--- src/rtl/jpc_ifetch_if.sv ---
// Bundle of the fetch unit's control, program-load, BRAM and decoder-side signals.
// master = fetch unit, slave = its environment (BRAM, loader, decoder).
`ifndef JPC_ADDRESS_WIDTH
`define JPC_ADDRESS_WIDTH 16
`endif

interface jpc_ifetch_if;
  logic                          en;
  logic                          pc_load;
  logic [`JPC_ADDRESS_WIDTH-1:0] pc_target;
  logic                          ld_valid;
  logic [`JPC_ADDRESS_WIDTH-1:0] ld_addr;
  logic [`JPC_ADDRESS_WIDTH-1:0] ld_data;
  logic                          ld_ready;
  logic [`JPC_ADDRESS_WIDTH-1:0] mem_addr;
  logic [`JPC_ADDRESS_WIDTH-1:0] mem_din;
  logic                          mem_we;
  logic [`JPC_ADDRESS_WIDTH-1:0] mem_dout;
  logic                          instr_valid;
  logic                          instr_ready;
  logic [`JPC_ADDRESS_WIDTH-1:0] instr_data;
  logic [`JPC_ADDRESS_WIDTH-1:0] instr_pc;

  modport master (
    input  en, pc_load, pc_target, ld_valid, ld_addr, ld_data, mem_dout, instr_ready,
    output ld_ready, mem_addr, mem_din, mem_we, instr_valid, instr_data, instr_pc
  );

  modport slave (
    output en, pc_load, pc_target, ld_valid, ld_addr, ld_data, mem_dout, instr_ready,
    input  ld_ready, mem_addr, mem_din, mem_we, instr_valid, instr_data, instr_pc
  );
endinterface

--- src/rtl/jpc_ifetch.sv ---
// Instruction-fetch initiator: drives the single-port instruction BRAM, hides its
// one-cycle read latency and streams (pc, instruction) pairs through a 2-entry buffer.
`ifndef JPC_ADDRESS_WIDTH
`define JPC_ADDRESS_WIDTH 16
`endif

module jpc_ifetch #(
  parameter int DEPTH    = 256,
  parameter int RESET_PC = 0
) (
  input  logic         clk,
  input  logic         rst,
  jpc_ifetch_if.master bus
);
  localparam int            AW       = `JPC_ADDRESS_WIDTH;
  localparam logic [AW-1:0] LAST_PC  = AW'(DEPTH - 1);
  localparam logic [AW-1:0] START_PC = AW'(RESET_PC);
  localparam logic [AW-1:0] ZERO_W   = {AW{1'b0}};
  localparam logic [AW-1:0] ONE_W    = {{(AW-1){1'b0}}, 1'b1};

  logic [AW-1:0] r_pc;
  logic          r_inflight;
  logic [AW-1:0] r_inflight_pc;
  logic [AW-1:0] r_fifo_pc   [2];
  logic [AW-1:0] r_fifo_data [2];
  logic          r_rd_ptr;
  logic          r_wr_ptr;
  logic [1:0]    r_count;

  logic          w_valid;
  logic          w_pop;
  logic          w_push;
  logic          w_issue;
  logic [2:0]    w_occupancy;
  logic [AW-1:0] w_pc_next;
  logic          w_mem_we;
  logic [AW-1:0] w_mem_addr;
  logic [AW-1:0] w_mem_din;

  // Handshake, issue decision and BRAM port arbitration (load write beats fetch).
  always_comb begin
    w_valid     = 1'b0;
    w_pop       = 1'b0;
    w_push      = 1'b0;
    w_issue     = 1'b0;
    w_occupancy = 3'd0;
    w_pc_next   = ZERO_W;
    w_mem_we    = 1'b0;
    w_mem_addr  = r_pc;
    w_mem_din   = ZERO_W;

    w_valid     = (r_count != 2'd0) && !bus.pc_load;
    w_pop       = w_valid && bus.instr_ready;
    w_push      = r_inflight && !bus.pc_load;
    // Slots already promised: buffered + the read returning next cycle, minus what leaves now.
    w_occupancy = {1'b0, r_count} + {2'b00, r_inflight} - {2'b00, w_pop};
    w_issue     = bus.en && !bus.ld_valid && !bus.pc_load && (w_occupancy < 3'd2);
    w_pc_next   = (r_pc == LAST_PC) ? ZERO_W : (r_pc + ONE_W);

    if (bus.ld_valid && !rst) begin
      w_mem_we   = 1'b1;
      w_mem_addr = bus.ld_addr;
      w_mem_din  = bus.ld_data;
    end else begin
      w_mem_we   = 1'b0;
      w_mem_addr = r_pc;
      w_mem_din  = ZERO_W;
    end
  end

  assign bus.mem_we      = w_mem_we;
  assign bus.mem_addr    = w_mem_addr;
  assign bus.mem_din     = w_mem_din;
  assign bus.ld_ready    = !rst;
  assign bus.instr_valid = w_valid;
  assign bus.instr_pc    = r_fifo_pc[r_rd_ptr];
  assign bus.instr_data  = r_fifo_data[r_rd_ptr];

  // Fetch pointer, in-flight tracking and response buffer; a redirect flushes everything.
  always_ff @(posedge clk or posedge rst) begin
    if (rst) begin
      r_pc           <= START_PC;
      r_inflight     <= 1'b0;
      r_inflight_pc  <= ZERO_W;
      r_fifo_pc[0]   <= ZERO_W;
      r_fifo_pc[1]   <= ZERO_W;
      r_fifo_data[0] <= ZERO_W;
      r_fifo_data[1] <= ZERO_W;
      r_rd_ptr       <= 1'b0;
      r_wr_ptr       <= 1'b0;
      r_count        <= 2'd0;
    end else if (bus.pc_load) begin
      r_pc       <= bus.pc_target;
      r_inflight <= 1'b0;
      r_rd_ptr   <= 1'b0;
      r_wr_ptr   <= 1'b0;
      r_count    <= 2'd0;
    end else begin
      if (w_issue) begin
        r_inflight    <= 1'b1;
        r_inflight_pc <= r_pc;
        r_pc          <= w_pc_next;
      end else begin
        r_inflight    <= 1'b0;
      end
      if (w_push) begin
        r_fifo_pc[r_wr_ptr]   <= r_inflight_pc;
        r_fifo_data[r_wr_ptr] <= bus.mem_dout;
        r_wr_ptr              <= ~r_wr_ptr;
      end
      if (w_pop) begin
        r_rd_ptr <= ~r_rd_ptr;
      end
      r_count <= r_count + {1'b0, w_push} - {1'b0, w_pop};
    end
  end
endmodule

--- src/flat_wrapper.sv ---
// flat-port wrapper written by rule: the top's interface ports become plain ports
module jpc_ifetch_flat 
#(
  parameter int DEPTH    = 256,
  parameter int RESET_PC = 0
)
  (clk, rst, bus_en, bus_pc_load, bus_pc_target, bus_ld_valid, bus_ld_addr, bus_ld_data, bus_mem_dout, bus_instr_ready, bus_ld_ready, bus_mem_addr, bus_mem_din, bus_mem_we, bus_instr_valid, bus_instr_data, bus_instr_pc);
  jpc_ifetch_if bus_i ();
  input  logic clk;
  input  logic rst;
  input wire logic [$bits(bus_i.en)-1:0] bus_en;
  input wire logic [$bits(bus_i.pc_load)-1:0] bus_pc_load;
  input wire logic [$bits(bus_i.pc_target)-1:0] bus_pc_target;
  input wire logic [$bits(bus_i.ld_valid)-1:0] bus_ld_valid;
  input wire logic [$bits(bus_i.ld_addr)-1:0] bus_ld_addr;
  input wire logic [$bits(bus_i.ld_data)-1:0] bus_ld_data;
  input wire logic [$bits(bus_i.mem_dout)-1:0] bus_mem_dout;
  input wire logic [$bits(bus_i.instr_ready)-1:0] bus_instr_ready;
  output wire logic [$bits(bus_i.ld_ready)-1:0] bus_ld_ready;
  output wire logic [$bits(bus_i.mem_addr)-1:0] bus_mem_addr;
  output wire logic [$bits(bus_i.mem_din)-1:0] bus_mem_din;
  output wire logic [$bits(bus_i.mem_we)-1:0] bus_mem_we;
  output wire logic [$bits(bus_i.instr_valid)-1:0] bus_instr_valid;
  output wire logic [$bits(bus_i.instr_data)-1:0] bus_instr_data;
  output wire logic [$bits(bus_i.instr_pc)-1:0] bus_instr_pc;
  assign bus_i.en = bus_en;
  assign bus_i.pc_load = bus_pc_load;
  assign bus_i.pc_target = bus_pc_target;
  assign bus_i.ld_valid = bus_ld_valid;
  assign bus_i.ld_addr = bus_ld_addr;
  assign bus_i.ld_data = bus_ld_data;
  assign bus_i.mem_dout = bus_mem_dout;
  assign bus_i.instr_ready = bus_instr_ready;
  assign bus_ld_ready = bus_i.ld_ready;
  assign bus_mem_addr = bus_i.mem_addr;
  assign bus_mem_din = bus_i.mem_din;
  assign bus_mem_we = bus_i.mem_we;
  assign bus_instr_valid = bus_i.instr_valid;
  assign bus_instr_data = bus_i.instr_data;
  assign bus_instr_pc = bus_i.instr_pc;
  jpc_ifetch #(.DEPTH(DEPTH), .RESET_PC(RESET_PC)) u_core (.clk(clk), .rst(rst), .bus(bus_i));
endmodule
--- config.mk ---
export PLATFORM = sky130hd
export DESIGN_NAME = jpc_ifetch_flat
export DESIGN_NICKNAME = d
export VERILOG_FILES = /design/src/rtl/jpc_ifetch_if.sv /design/src/rtl/jpc_ifetch.sv /design/src/flat_wrapper.sv
export SDC_FILE = /design/constraint.sdc
export NUM_CORES = 1
export LEC_CHECK = 0
export CAP_MARGIN = 20
export CORE_UTILIZATION = 36
export CTS_BUF_LIST = sky130_fd_sc_hd__clkbuf_4 sky130_fd_sc_hd__clkbuf_8
export DETAILED_ROUTE_END_ITERATION = 8
export DONT_BUFFER_PORTS = 1
export PLACE_DENSITY = 0.6
export SLEW_MARGIN = 10
export SYNTH_ARGS = -nofsm -noshare
export SYNTH_HDL_FRONTEND = slang
export SYNTH_SLANG_ARGS = --single-unit
--- constraint.sdc ---
create_clock -name clk -period 4.2 [get_ports clk]
set_clock_uncertainty 0.05 [all_clocks]
set_input_delay 0.63 -clock clk [delete_from_list [all_inputs] [get_ports clk]]
set_output_delay 0.63 -clock clk [all_outputs]
set_load 0.01 [all_outputs]
== Word-level counts from Yosys, hierarchy flattened ==
Cells that the tools add are included.

* Bits in registers: 101
* Input bits: 70
* Output and inout bits: 67

* Add/sub/neg operators: 5
* Magnitude comparators: 4
* Equality and inequality tests: 1
* Multiplexer cells: 23
* Bitwise logic cells: 5
* Reductions and logical operators: 17

{| class="wikitable"
|+ Operators with widths
! kind !! count
|-
| 2-to-1 mux 16 bit || 12
|-
| bitwise mux 32 bit || 2
|-
| adder 16 x 1 -> 16 bit (second input constant) || 1
|-
| demux 16 bit (select 1 bit) || 1
|-
| equality test 16 x 8 -> 1 bit (second input constant) || 1
|-
| logical AND 1 bit || 8
|-
| nonzero test 2 bit || 4
|-
| 2-to-1 mux 1 bit || 7
|-
| greater-or-equal comparator 2 bit (second input constant) || 2
|-
| inverter 1 -> 2 bit || 2
|-
| AND reduction 2 bit || 2
|-
| adder 2 x 1 -> 3 bit || 1
|-
| zero test 1 bit || 3
|-
| less-than comparator 3 x 2 -> 1 bit (second input constant) || 1
|-
| inverter 1 bit || 3
|-
| subtractor 3 x 1 -> 3 bit || 1
|-
| adder 2 x 1 -> 2 bit || 1
|-
| less-than comparator 2 x 1 -> 1 bit (second input constant) || 1
|-
| 2-to-1 mux 2 bit || 1
|-
| subtractor 2 x 1 -> 2 bit || 1
|}

== Longest topological paths before layout ==
Gate-level depths: netlist (run 1).

* Depth in word-level cells: 8
* Gate-level depth with buffers: 14
* Depth with buffers taken out: 13

== Least setup slack after synthesis (run 1) ==
OpenSTA, ideal clock, no wires.

* Kind: input -> output
* Start point: input rst
* End point: output bus_ld_ready
* Arrival time: 2767 ps
* Slack: 753 ps
* Stages: 1
* Cells stage by stage: inv_1

* Longest elaborated chain between the ends: 1

{| class="wikitable"
|+ RTL lines
! element !! RTL line !! source
|-
| start: declaration || flat_wrapper.sv:10 || <nowiki>input logic rst;</nowiki>
|-
| zero test 1 bit || jpc_ifetch.sv:74 || <nowiki>assign bus.ld_ready = !rst;</nowiki>
|-
| end: declaration || flat_wrapper.sv:19 || <nowiki>output wire logic [$bits(bus_i.ld_ready)-1:0] bus_ld_ready;</nowiki>
|}

Every way passes these cells.

== Worst setup path in the final report (run 1) ==
* Start point: register u_core.r_count[1]
* End point: register u_core.r_pc[7]

* Longest elaborated chain between the ends: 7

{| class="wikitable"
|+ RTL lines
! element !! RTL line !! source
|-
| start: declaration || jpc_ifetch.sv:28 || <nowiki>logic [1:0] r_count;</nowiki>
|-
| start signal: assignment || jpc_ifetch.sv:114 || <nowiki>r_count <= r_count + {1'b0, w_push} - {1'b0, w_pop};</nowiki>
|-
| nonzero test 2 bit || jpc_ifetch.sv:52 || <nowiki>w_valid = (r_count != 2'd0) && !bus.pc_load;</nowiki>
|-
| logical AND 1 bit || jpc_ifetch.sv:52 ||
|-
| via bus_instr_valid || flat_wrapper.sv:23 || <nowiki>output wire logic [$bits(bus_i.instr_valid)-1:0] bus_instr_valid;</nowiki>
|-
| logical AND 1 bit || jpc_ifetch.sv:53 || <nowiki>w_pop = w_valid && bus.instr_ready;</nowiki>
|-
| subtractor 3 x 1 -> 3 bit || jpc_ifetch.sv:56 || <nowiki>w_occupancy = {1'b0, r_count} + {2'b00, r_inflight} - {2'b00, w_pop};</nowiki>
|-
| less-than comparator 3 x 2 -> 1 bit || jpc_ifetch.sv:57 || <nowiki>w_issue = bus.en && !bus.ld_valid && !bus.pc_load && (w_occupancy < 3'd2);</nowiki>
|-
| logical AND 1 bit || jpc_ifetch.sv:57 ||
|-
| nonzero test 2 bit (no source line) || - ||
|-
| end signal: assignment || jpc_ifetch.sv:93 || <nowiki>r_pc <= bus.pc_target;</nowiki>
|-
| end signal: assignment || jpc_ifetch.sv:102 || <nowiki>r_pc <= w_pc_next;</nowiki>
|-
| end: declaration || jpc_ifetch.sv:21 || <nowiki>logic [AW-1:0] r_pc;</nowiki>
|}

The timed path passes the listed nets, and every way through them passes these cells.
A chain may end at the register's enable or synchronous reset.

==> impl_metrics.csv, run 1 <==
group,metric,value,unit
clock_tree,htree_levels,3,
floorplanning,initial_core_util,37.27,%
drt,drt_iter0_markers,148,
placement,gp_congestion,0.8323,
drt,vias_per_cell,5.367,
yosys,syn_nets,498,
floorplanning,dieWidth,119.8,µm
placement,portBuffers,0,
clock_tree,cts_tree,"done",
pwr,power_density,479.9,mW/mm²
final_layout,diodes,0,
timing,setup_viol,0,
drt,wirelength,10.88,mm
clock_tree,clk_path_buf_depth,2,
yosys,synthFlopType,"dfrtp_1",
floorplanning,io_pins,137,
global_routing,grt_usage,15.86,%
critical_path,critPathSlowestCell,"dfrtp_1",
yosys,synth_cell_type_count,51,
critical_path,cp.arrival,3.67,ns
yosys,synth_edf_count,0,
yosys,synthTopCellsByArea,"dfrtp_1, mux2_2, nand2_1",
critical_path,cp_max_fo,28,
global_routing,grt_max_degree,64,
drt,drt_first_pass_iters,4,
timing,max_freq,0.2935,GHz
timing,report.final.hold_viol_count,0,
clock_tree,cts-root-buf,"clkbuf_8",
clock_tree,postCtsSetupRepairBufs,0,
yosys,synth.largest_area_cell,"dfrtp_1",
timing,tns,0,ns
yosys,seq_area_frac_synth,50.60,%
clock_tree,cts_hold_buf,0,
timing,worst_hold_slack,0.1197,ns
floorplanning,core_area,0.01340,mm²
job,maxCapViolCount,0,
drt,drc,0,
clock_tree,path_clk_slew,0.09,ns
critical_path,critPathMaxStageDelay,0.47,ns
final_layout,layout-drive-gt1-share,33.33,%
yosys,synth_top_area_share,50.60,%
yosys,async_reset_ff_share,100.0,%
drt,wl_per_cell,18.25,µm
final_layout,nets,491,
critical_path,end_kind,"register",
status,outcome,"finished, final reports clean",
clock_tree,clkLatencyLatePin,0.36,ns
drt,route.antenna.remaining_nets,0,
yosys,synthCells,423,
drt,vias,3199,
global_routing,grt_pass1_wl,17.44,mm
pwr,p_leak,2.375,nW
pwr,power.total,2.557,mW
yosys,ys_warn_count,0,
yosys,syn_avg_cell_area,11.81,µm²
clock_tree,cts_sinks,101,
timing,fin_crit_sh,81.13,%
floorplanning,fp.dieH,119.8,µm
floorplanning,rows,42,
critical_path,path_delay_family,"simple AND/OR/NAND/NOR gates",
critical_path,path_cells,"nor2_1 > nor2_1 > nand2_1 > inv_1 > ha_1 > nand2b_1 > fa_1 > xnor2_2 > nand2_4 > inv_2 > nand2_1 > o31ai_1 > mux2_1",
yosys,syn-cell-area,0.004995,mm²
critical_path,required,4.46,ns
floorplanning,dieArea,0.01435,mm²
clock_tree,ctsResizeCount,0,
timing,rsz0062_at_grt,"false",
critical_path,start_kind,"register",
timing,drv_slew,0,
pwr,peakVddDrop,0.1587,mV
timing,period_needed,3.407,ns
critical_path,critPathKind,"reg -> reg",
final_layout,design_area,0.005328,mm²
timing,slew_headroom,46.95,%
timing,max_slew.worst_pin.slew,0.7958,ns
hold_path,hp-class,"in -> async",
placement,postPlaceCellArea,0.005152,mm²
global_routing,grt_overflow,0,
final_layout,syn_to_final_growth,6.663,%
yosys,ys_ff_latch,101,
global_routing,grt_pass1_vias,3269,
clock_tree,cts_buffers,9,
global_routing,antenna_found_initial,1,
placement,dpl.hpwl,7.659,mm
critical_path,crit_buf_inv,2,
==> path summary, 6_finish.rpt <==
kind                                   startpoint  slack [ns]  depth (start not counted)                       to
min                                           rst        0.12                          1     u_core.r_fifo_pc[27]
max                             u_core.r_count[1]        0.79                         13           u_core.r_pc[7]
min reg2reg                u_core.r_fifo_data[21]        0.44                          1   u_core.r_fifo_data[21]
max reg2reg                     u_core.r_count[1]        0.79                         13           u_core.r_pc[7]
max in group asynchronous                     rst        2.81                          2  u_core.r_inflight_pc[3]
min in group clk                      bus_pc_load        0.27                          1          u_core.r_wr_ptr
==> per-layer routing <==
metal  track usage (%)  routed length [µm]  up-vias
met1             19.83                4750     1569
li1                  -                   -     1456
met4             5.078                 148        2
met5                 0                  13        -
met2             25.90                5088      159
met3             5.133                 874       13
==> cell usage after synthesis, types with 2 or more instances <==
master / count
and3_1: 2
ha_1: 4
o21ai_1: 5
nor3_1: 3
nand4_1: 4
nand2b_1: 2
dfrtp_1: 101
o21ai_0: 9
inv_1: 8
nor2_1: 8
nand3_1: 8
mux2_1: 7
mux2_2: 105
and2_1: 17
buf_2: 8
xnor2_1: 6
nor4_2: 2
clkbuf_1: 9
buf_1: 4
nand2_1: 63
xor2_1: 3
buf_6: 2
a22oi_1: 3
a221o_1: 2
nor3_2: 2
a21oi_1: 6
nor2b_1: 4
o31ai_1: 3
==> flip-flops by register name, indices dropped and copies added (netlist names) <==
name                  flops
u_core.r_count            2
u_core.r_rd_ptr           1
u_core.r_wr_ptr           1
u_core.r_fifo_data       32
u_core.r_inflight_pc     16
u_core.r_inflight         1
u_core.r_fifo_pc         32
u_core.r_pc              16
==> cell type report <==
class	count	area (µm²)
clock buffer	12	152.6
clock inverter	3	22.52
fill	1305	8073
inverter	9	36.28
multi-input combinational	290	2331
sequential	101	2527
tap	176	220.2
timing repair buffer	5	37.54
==> worst reg2reg max path, cell delays in order (launching register included) <==
cell      delay, ns
dfrtp_1        0.47
nor2_1         0.07
nor2_1         0.22
nand2_1        0.12
inv_1          0.09
ha_1           0.22
nand2b_1       0.15
fa_1           0.41
xnor2_2        0.31
nand2_4        0.24
inv_2          0.33
nand2_1        0.22
o31ai_1        0.27
mux2_1         0.16
==> power breakdown <==
part	switching (mW)	total, mW	leakage, nW	internal, mW
clock network	0.318	0.560	0.0815	0.242
logic	0.316	0.627	0.997	0.311
registers	0.156	1.37	1.30	1.21
total	0.791	2.56	2.37	1.77
==> logic make-up (layout without fill, tap and decap cells) <==
logic type	after synthesis	in the layout	synth area share, %
DFF	101	101	50.60
muxes	112	112	25.25
and+or+nand+nor	127	127	13.25
AOI/OAI and AO/OA	36	36	4.684
xor gates and xnor gates	10	10	1.904
buffers and inverters	32	29	2.906
adders and majority gates	5	5	1.403
==> metrics by stage <==
stage | setup slack [ns] | utilization (%) | cells
6_report | 0.7926 | 39.76 | 596
5_1_grt | 0.4346 | 39.76 | 596
4_1_cts | 0.7831 | 39.76 | 596
3_5_place_dp | 0.7073 | 38.45 | 581
3_3_place_gp | 0.8174 | 38.45 | 581
2_1_floorplan | 0.7530 | - | 423
==> placed cells by master, fill, tap and decap left out, types with 3 or more instances in the layout <==
cell type,count
mux2_2,105
dfrtp_1,101
nand2_1,63
and2_1,17
clkbuf_8,10
o21ai_0,9
nor2_1,8
nand3_1,8
inv_1,7
mux2_1,7
a21oi_1,6
xnor2_1,6
o21ai_1,5
buf_4,5
nand4_1,4
ha_1,4
a22oi_1,3
xor2_1,3
nor2b_1,3
o31ai_1,3
nor3_1,3
clkinvlp_4,3
Note: power is estimated with default switching activity, not from simulation.
==> run 2, diff against run 1 <==
Settings changed: PLACE_DENSITY 0.6 to 0.62.
Clock period 4.2 ns to 2.8 ns, I/O delays scaled along.
==> run 2 against run 1 <==
Highest routed layer is now met4; sequential power increased by 50%; global-route usage up 0.89 points; combinational power rose by 58%.
==> impl_metrics.csv, run 2 (synthesis results as in run 1) <==
group,metric,value,unit
critical_path,end_kind,"register",
final_layout,layout_common_cells,"mux2_2, dfrtp_1, nand2_1, and2_1, buf_4",
clock_tree,cts_tree,"done",
timing,drv_slew,0,
pwr,p_int,3.025,mW
placement,place_worst_setup_slack,0.01795,ns
pwr,power.total,4.256,mW
floorplanning,dieArea,0.01435,mm²
clock_tree,cts_hold_buf,0,
timing,period_needed,2.660,ns
floorplanning,initial_core_util,37.27,%
clock_tree,htree_levels,3,
global_routing,grt_pass1_vias,3381,
clock_tree,path_clk_slew,0.10,ns
timing,worst_hold_slack,0.04644,ns
critical_path,critPathSlowestCell,"fa_1",
drt,vias_per_cell,5.346,
drt,drc,0,
critical_path,cp.arrival,2.88,ns
floorplanning,core_area,0.01340,mm²
critical_path,start_kind,"register",
critical_path,r2r_slack,0.14,ns
drt,route.antenna.remaining_nets,0,
critical_path,cp_max_fo,5,
critical_path,path_cells,"nor2_2 > nor2_4 > nand2_2 > inv_2 > ha_4 > nand2b_4 > fa_1 > and4bb_4 > nand2_8 > o31ai_4 > o41ai_2 > mux2_4",
floorplanning,fp.dieH,119.8,µm
global_routing,grt_pass1_wl,18.37,mm
timing,slew_headroom,44.43,%
drt,drt_iter0_markers,143,
critical_path,required,3.01,ns
final_layout,final_common_cell,"mux2_2",
final_layout,nets,504,
floorplanning,io_pins,137,
clock_tree,cts_sinks,101,
clock_tree,clkLatencyLatePin,0.37,ns
floorplanning,dieWidth,119.8,µm
timing,max_freq,0.3759,GHz
final_layout,layout-drive-gt1-share,38.94,%
floorplanning,rows,42,
timing,max_slew.worst_pin.slew,0.8336,ns
global_routing,grt_overflow,0,
timing,report.final.hold_viol_count,0,
pwr,p_leak,2.519,nW
pwr,power_switching,1.231,mW
status,outcome,"finished, final reports clean",
final_layout,diodes,0,
pwr,switching_share,28.93,%
pwr,share_comb_of_total_power,23.3,%
global_routing,grt_max_degree,68,
critical_path,critPathKind,"reg -> reg",
clock_tree,cts-root-buf,"clkbuf_8",
timing,fin_crit_sh,95.02,%
placement,placedCellCount,592,
placement,gp_congestion,0.8442,
final_layout,instances_no_fill,610,
pwr,peakVddDrop,0.3193,mV
drt,wl_per_cell,18.48,µm
job,maxCapViolCount,0,
drt,drt_first_pass_iters,4,
pwr,seqPwrFrac,48.5,%
clock_tree,cts_buffers,9,
timing,rsz0062_at_grt,"false",
global_routing,antenna_found_initial,0,
pwr,clockPowerShare,28.3,%
global_routing,grt_usage,16.75,%
placement,dpl.hpwl,8.055,mm
critical_path,critPathMaxStageDelay,0.48,ns
drt,wirelength,11.27,mm
final_layout,largestRegisters,"u_core.r_fifo_data (32), u_core.r_fifo_pc (32)",
timing,worst_slack,0.1396,ns
clock_tree,clk_path_buf_depth,2,
hold_path,hp-class,"in -> reg",
final_layout,syn_to_final_growth,12.70,%
drt,vias,3261,
pwr,power_density,756.0,mW/mm²
placement,portBuffers,0,
timing,setup_viol,0,
run 2: power by group through the flow:
stage               Sequential (mW)  Clock, mW  Combinational, mW
finish                         2.06       1.20              0.990
global route                   2.11       1.31               1.08
CTS                            2.06       1.25              0.993
detailed placement             2.09          0              0.983
global placement               2.06          0              0.966
floorplan                      2.00          0              0.824
run 2: layer usage:
layer | GRT usage, % | vias up | routed length, µm | share of wire (%)
li1 | - | 1488 | - | -
met3 | 7.414 | 8 | 1086 | 9.6
met2 | 28.00 | 154 | 5421 | 48
met4 | 3.750 | 0 | 70 | 0.62
met5 | 0 | - | 0 | 0
met1 | 19.74 | 1611 | 4692 | 42
run 2: area by class of cell:
class	count	area (µm²)
clock buffers	10	137.6
clock inverters	6	133.9
fillers	1286	7771
inverters	9	40.04
multi-input cells	290	2427
flip-flops and latches	101	2527
well taps	176	220.2
repair buffers	18	142.6
run 2: repair_timing:
action,4_1_cts,5_1_grt
setup buffers,0,2
pin swaps,0,8
endpoints found under the setup margin,2,15
resized for setup,2,17
run 2: worst paths after layout:
kind                                   startpoint                endpoint  cells after the start
min in group asynchronous                     rst         u_core.r_pc[12]                      2
min reg2reg                u_core.r_fifo_data[23]  u_core.r_fifo_data[23]                      1
min                                   bus_pc_load       u_core.r_count[0]                      1
max                             u_core.r_count[1]         u_core.r_pc[11]                     12
max reg2reg                     u_core.r_count[1]         u_core.r_pc[11]                     12
max in group asynchronous                     rst   u_core.r_fifo_data[1]                      2
run 2: stage by stage:
| step | util [%] | instance area (µm²) | TNS (ns) |
|---|---|---|---|
| after floorplan | - | 5009 | 0 |
| after global placement | 39.15 | 5246 | 0 |
| after detailed placement | 39.15 | 5246 | 0 |
| after CTS | 41.24 | 5527 | -0.0005693 |
| after global routing | 42.01 | 5629 | 0 |
| final | 42.01 | 5629 | 0 |
run 2: worst max-delay path: cells and delay by family, from the launching register on:
kind	cells	cell delay, ns
AO/OA/AOI/OAI	2	0.29
adder cells (fa/ha/maj)	2	0.68
buffers and inverters	1	0.05
multiplexers	1	0.28
flip-flops	1	0.41
AND/OR/NAND/NOR	6	0.80
==> patch 1, RTL diff (settings of run 2) <==
Set the macro `JPC_ADDRESS_WIDTH` to 15 (it was 16).
--- a/src/rtl/jpc_ifetch_if.sv
+++ b/src/rtl/jpc_ifetch_if.sv
@@ -1,7 +1,7 @@
 // Bundle of the fetch unit's control, program-load, BRAM and decoder-side signals.
 // master = fetch unit, slave = its environment (BRAM, loader, decoder).
 `ifndef JPC_ADDRESS_WIDTH
-`define JPC_ADDRESS_WIDTH 16
+`define JPC_ADDRESS_WIDTH 15
 `endif
 
 interface jpc_ifetch_if;
Interface: changed (8 resized); port bits go from 137 to 129. The function was not compared with the original's and may differ.
==> patch 1 against run 2 <==
  * Final area fell by 6.7%
  * Worst hold slack improved by 20 ps
  * Total power fell by 8.0%
  * Sequential power fell by 4%
  * Synthesized area fell by 5.1%
  * Sequential share of layout area rose by 0.35 points
  * Final cell count fell by 9.5%
  * Worst setup slack got worse by 55 ps
  * Wire length fell by 8.0%
  * Non-clock buffer count fell by 3
  * Utilization fell by 0.71 points
  * Sequential cell count fell by 6
  * Critical path type unchanged
  * Critical endpoint is now u_core.r_inflight_pc[6]$_DFFE_PP0P_
  * Largest cell class unchanged
  * Highest routed layer unchanged
==> patch 1: results (changes against run 2) <==
- Outcome: finished clean
- Yosys Warn Count: 0 (unchanged)
- Ys async rst share: 100% (unchanged)
- Hold/Removal Path Class: input port to register
- Post-Syn Area per Cell: 12.8 µm² (+8.5%)
- Area contributors post-synth: dfrtp_1 (50%), mux2_2 (27%), and2_1 (2.0%), mux2_4 (1.9%), nand2_1 (1.3%)
- Pin count of the biggest net entering global routing: 62 (-8.8%)
- Worst-case clock buffer depth: 2 (unchanged)
- Antenna violations before repair: 0 (unchanged)
- Post-synth top cells: mux2_2 (114), dfrtp_1 (95), nand2_1 (17)
- Crit path max fanout: 7 (+2)
- Worst relative slew slack: 45.0% (+0.56 points)
- Leakage power: 0.00228 µW (-9.5%)
- WL met2: 4.93 mm (-9.0%)
- Met3 WL: 803 µm (-26%)
- First-pass GRT wire length: 15.8 mm (-14%)
- H-tree level count: 3 (unchanged)
- Hpwl dp: 7.14 mm (-11%)
- Avg Vias per Cell: 5.30 (-0.88%)
- Worst-Skew Late Latency: 370 ps (about the same)
- Met1 GRT Util: 19.3% (-0.47 points)
- Synth Flop Type: dfrtp_1
- Overall Global Routing Usage: 15.6% (-1.1 points)
- Setup TNS: 0 ps (unchanged)
- Num CTS Buffers: 9 (unchanged)
- Placed Cells: 530 (-10%)
- Number of port buffers: 0 (unchanged)
- M2 GR Usage: 25.7% (-2.3 points)
- Max layer used: met4
- Routed wire length: 10.4 mm (-8.0%)
- Post-synthesis sequential area ratio: 50.2% (-0.43 points)
- Fin cells: 552 (-9.5%)
- Met3 GRT Util: 4.77% (-2.6 points)
- Largest registers: u_core.r_fifo_data (30), u_core.r_fifo_pc (30)
- Met1 wire length: 4.45 mm (-5.1%)
- Root buffer cell: clkbuf_8
- Fin nets: 446 (-12%)
- RePlAce Congestion: 0.782 (-7.4%)
- Vias in the first global route: 2955 (-13%)
- Max-Cap Viols: 0 (unchanged)
- Maximum vdd drop: 0.258 mV (-19%)
- Share of cells above drive strength 1: 47.4% (+8.4 points)
- Mapped Nets: 441 (-11%)
- First-pass iteration count of the detailed router: 4 (unchanged)
- Diodes inserted: 0 (unchanged)
- Drt initial violations: 83 (-42%)
- Distinct cells, synth: 48 (-5.9%)
- Clock-pin slew on the worst setup and hold paths: 90 ps
-- patch 1: cell types whose count changed after synthesis, sizes merged, moves of 3 or more --
cell / delta
o31ai: -4
dfrtp: -6
nand3: -3
buf: +4
a22oi: -3
and4bb: -3
mux2: +8
nor2: +5
nand2: -46
clkbuf: -4
-- patch 1: stage by stage --
step	power [µW]	setup slack (ps)	cell area [µm²]	utilization, %
final	3910	84.5	5250	41.3
after detailed placement	3000	-32.5	4930	38.8
after CTS	3940	9.60	5140	40.4
after floorplan	2770	0.380	4760	-
after global placement	2940	33.4	4930	38.8
after global routing	4150	-52.9	5250	41.3
-- patch 1: worst paths after layout --
kind | from | endpoint | slack, ps | cells past startpoint
setup / recovery | u_core.r_count[0]$_DFF_PP0_ | u_core.r_inflight_pc[6]$_DFFE_PP0P_ | 80 | 11
hold / removal | bus_pc_load | u_core.r_count[0]$_DFF_PP0_ | 70 | 1
setup reg to reg | u_core.r_count[0]$_DFF_PP0_ | u_core.r_inflight_pc[6]$_DFFE_PP0P_ | 80 | 11
hold reg to reg | u_core.r_fifo_data[26]$_DFFE_PP0P_ | u_core.r_fifo_data[26]$_DFFE_PP0P_ | 450 | 1
max in group asynchronous | rst | u_core.r_fifo_pc[7]$_DFFE_PP0P_ | 1940 | 2
min in group asynchronous | rst | u_core.r_pc[10]$_DFFE_PP0P_ | 140 | 2
-- patch 1: power by group --
part / leakage, µW / switching (µW) / internal [µW]
clock: 0.000107 / 482 / 448
sequential: 0.00120 / 237 / 1740
combinational: 0.000975 / 464 / 544
-- patch 1: worst max-delay path: stages (launching register included) --
cell and delay (ps):
dfrtp_1 400, nor2_2 150, nor2_4 50, nand2_2 70
inv_2 50, ha_4 200, nand2b_4 130, fa_1 540
and3b_2 230, and2_4 300, nand2_8 100, mux2_4 340
-- patch 1: cell type report --
| cell class | instances | area, µm² |
|---|---|---|
| clock inverter | 5 | 57.6 |
| inverter | 8 | 33.8 |
| sequential | 95 | 2380 |
| multi-input combinational | 246 | 2310 |
| tap | 172 | 215 |
| clock buffer | 11 | 145 |
| fill | 1210 | 7470 |
| timing repair buffer | 15 | 113 |
-- patch 1: repair_timing --
action,CTS,global route
resized for setup,2,11
pin swaps,0,10
buffers inserted,0,4
cloned,0,2
setup endpoints to repair,12,27
-- patch 1: cell families after synthesis --
logic type | Yosys count | share of synthesized area, %
multiplexers | 121 | 29.2
adder cells (fa/ha/maj) | 5 | 1.48
XOR/XNOR | 8 | 1.64
buffers and inverters | 31 | 3.41
AND/OR/NAND/NOR | 79 | 9.82
flip-flops | 95 | 50.2
AO/OA/AOI/OAI | 31 | 4.28
==> patch 2, RTL diff (config.mk and constraints of run 2) <==
Without the edit above. Reset style: synchronous (`rst`), changed in one clocked block.
--- a/src/rtl/jpc_ifetch.sv
+++ b/src/rtl/jpc_ifetch.sv
@@ -77,7 +77,7 @@
   assign bus.instr_data  = r_fifo_data[r_rd_ptr];
 
   // Fetch pointer, in-flight tracking and response buffer; a redirect flushes everything.
-  always_ff @(posedge clk or posedge rst) begin
+  always_ff @(posedge clk) begin
     if (rst) begin
       r_pc           <= START_PC;
       r_inflight     <= 1'b0;
Function: differs if rst is asserted again (counterexample within 4 cycles, from zero or initial values and one cycle with rst high); with rst held inactive, the same outputs for 4 cycles.
==> patch 2 against run 2 <==
  * Wire length shrank 2.7%
  * Count of clock-buffer cells in the layout is 1 lower
  * Final area is 4.0% lower
  * Worst setup slack got worse by 44 ps
  * Synthesized area down 2.4%
  * Sequential cell count up 1
  * Largest cell class unchanged
Power is not compared: it rests on default switching activity, and its combinational part moved more than twofold at a synthesized area within 25%.
==> patch 2: results (changes against run 2) <==
- Area contributors post-synth: edfxtp_1 (39%), dfxtp_1 (16%), mux2_2 (11%), and2_1 (6.7%), and3_1 (4.5%)
- Worst-margin pin slew: 806 ps (-27.7 ps)
- First-pass iteration count of the detailed router: 4 (unchanged)
- Drt initial violations: 262 (+83%)
- Worst r2r path cells: 13 (+1)
- H-tree level count: 3 (unchanged)
- Distinct cells, synth: 38 (-25%)
- Fin nets: 513 (+1.8%)
- Hpwl dp: 7.19 mm (-11%)
- Routed wire length: 11.0 mm (-2.7%)
- Fillers: 1296 (+0.78%)
- Hold path endpoint: u_core.r_inflight_pc[3]$_SDFFE_PP0P_
- Via Count: 3328 (+2.1%)
- Post-place setup slack: -31.6 ps (-49.6 ps)
- Hold path startpoint: rst
- Post-synthesis sequential area ratio: 55.0% (+4.4 points)
- Worst r2r dst: u_core.r_pc[5]$_SDFFE_PP0P_
- Post-synth top cells: edfxtp_1 (64), and2_1 (52), mux2_2 (47)
- Arr. time, crit path: 2910 ps (+30 ps)
- First-pass GRT wire length: 17.1 mm (-6.6%)
- Overall Global Routing Usage: 15.8% (-0.92 points)
- Setup slack, reg-to-reg: 100 ps (-40 ps)
- Placed Instance Area: 5150 µm² (-1.9%)
- Ys async rst share: 0% (-100 points)
- R2r startpoint: u_core.r_count[0]$_SDFF_PP0_
- Vias in the first global route: 3148 (-6.9%)
- Synth Area in Compound Gates: 7.32% (+2.6 points)
- Share of cells above drive strength 1: 23.0% (-16 points)
- Mux cell area share after synthesis: 10.9% (-14 points)
- Crit path max fanout: 5 (unchanged)
- Placed Cells: 602 (+1.7%)
- Avg Vias per Cell: 5.38 (+0.57%)
- Post-Syn Area per Cell: 11.1 µm² (-6.4%)
- Maximum vdd drop: 0.239 mV
- Pin count of the biggest net entering global routing: 45 (-34%)
- Post-Synth Adder-Cell Area: 1.44% (+0.035 points)
- Outcome: finished clean
- Min Tclk post-route: 2700 ps (+43.9 ps)
- RePlAce Congestion: 0.850 (+0.64%)
- Synth Area in XOR/XNOR: 2.87% (+0.97 points)
- Number of synthesized flops with an enable pin: 64 (+64)
## patch 2: changes by cell type in the layout (fill, tap and decap cells not counted), sizes merged, moves of 5 or more
| cell | run 2 | this run |
|---|---|---|
| xnor2 | 7 | 12 |
| mux2 | 112 | 47 |
| dfrtp | 101 | 0 |
| nand2 | 64 | 32 |
| and2 | 18 | 52 |
| edfxtp | 0 | 64 |
| dfxtp | 0 | 38 |
| o22ai | 0 | 9 |
| and3 | 2 | 35 |
| a21oi | 7 | 21 |
| o21ai | 14 | 23 |
| nor3 | 5 | 15 |
## patch 2: metrics by stage
step                      setup TNS [ps]  hold slack (ps)
after CTS                              0             43.8
after global placement                 0              418
after detailed placement           -57.5              422
final                                  0             65.8
after floorplan                    -2.09              403
after global routing               -54.3             37.6
## patch 2: critical path, stage by stage (launching register included)
cell	delay (ps)
dfxtp_2	340
nor2_4	110
nor2_4	30
and2_1	160
ha_1	290
nand2b_4	140
fa_1	460
and3b_2	210
a21oi_1	70
buf_4	160
buf_4	150
nor3b_2	180
xnor2_1	140
o22ai_1	90
## patch 2: repair_timing
| item | CTS | global route |
|---|---|---|
| pin swaps | 0 | 6 |
| hold buffers | 0 | 0 |
| setup endpoints to repair | 5 | 21 |
| gates resized for setup | 3 | 11 |
| buffers inserted | 0 | 1 |
## patch 2: layout make-up
class,instances,area (µm²),share of cell area (%)
clock inverter,7,77.6,1.44
sequential,102,2690,49.7
inverter,9,33.8,0.625
clock buffer,9,124,2.29
timing repair buffer,19,143,2.64
tap,176,220,4.08
multi-input combinational,297,2120,39.2
## patch 2: layer usage
metal	vias up	track usage (%)	routed length (µm)
met5	-	0	0
met4	0	4.33	111
met3	10	4.39	776
met2	151	26.0	5100
met1	1600	20.4	4970
li1	1567	-	-
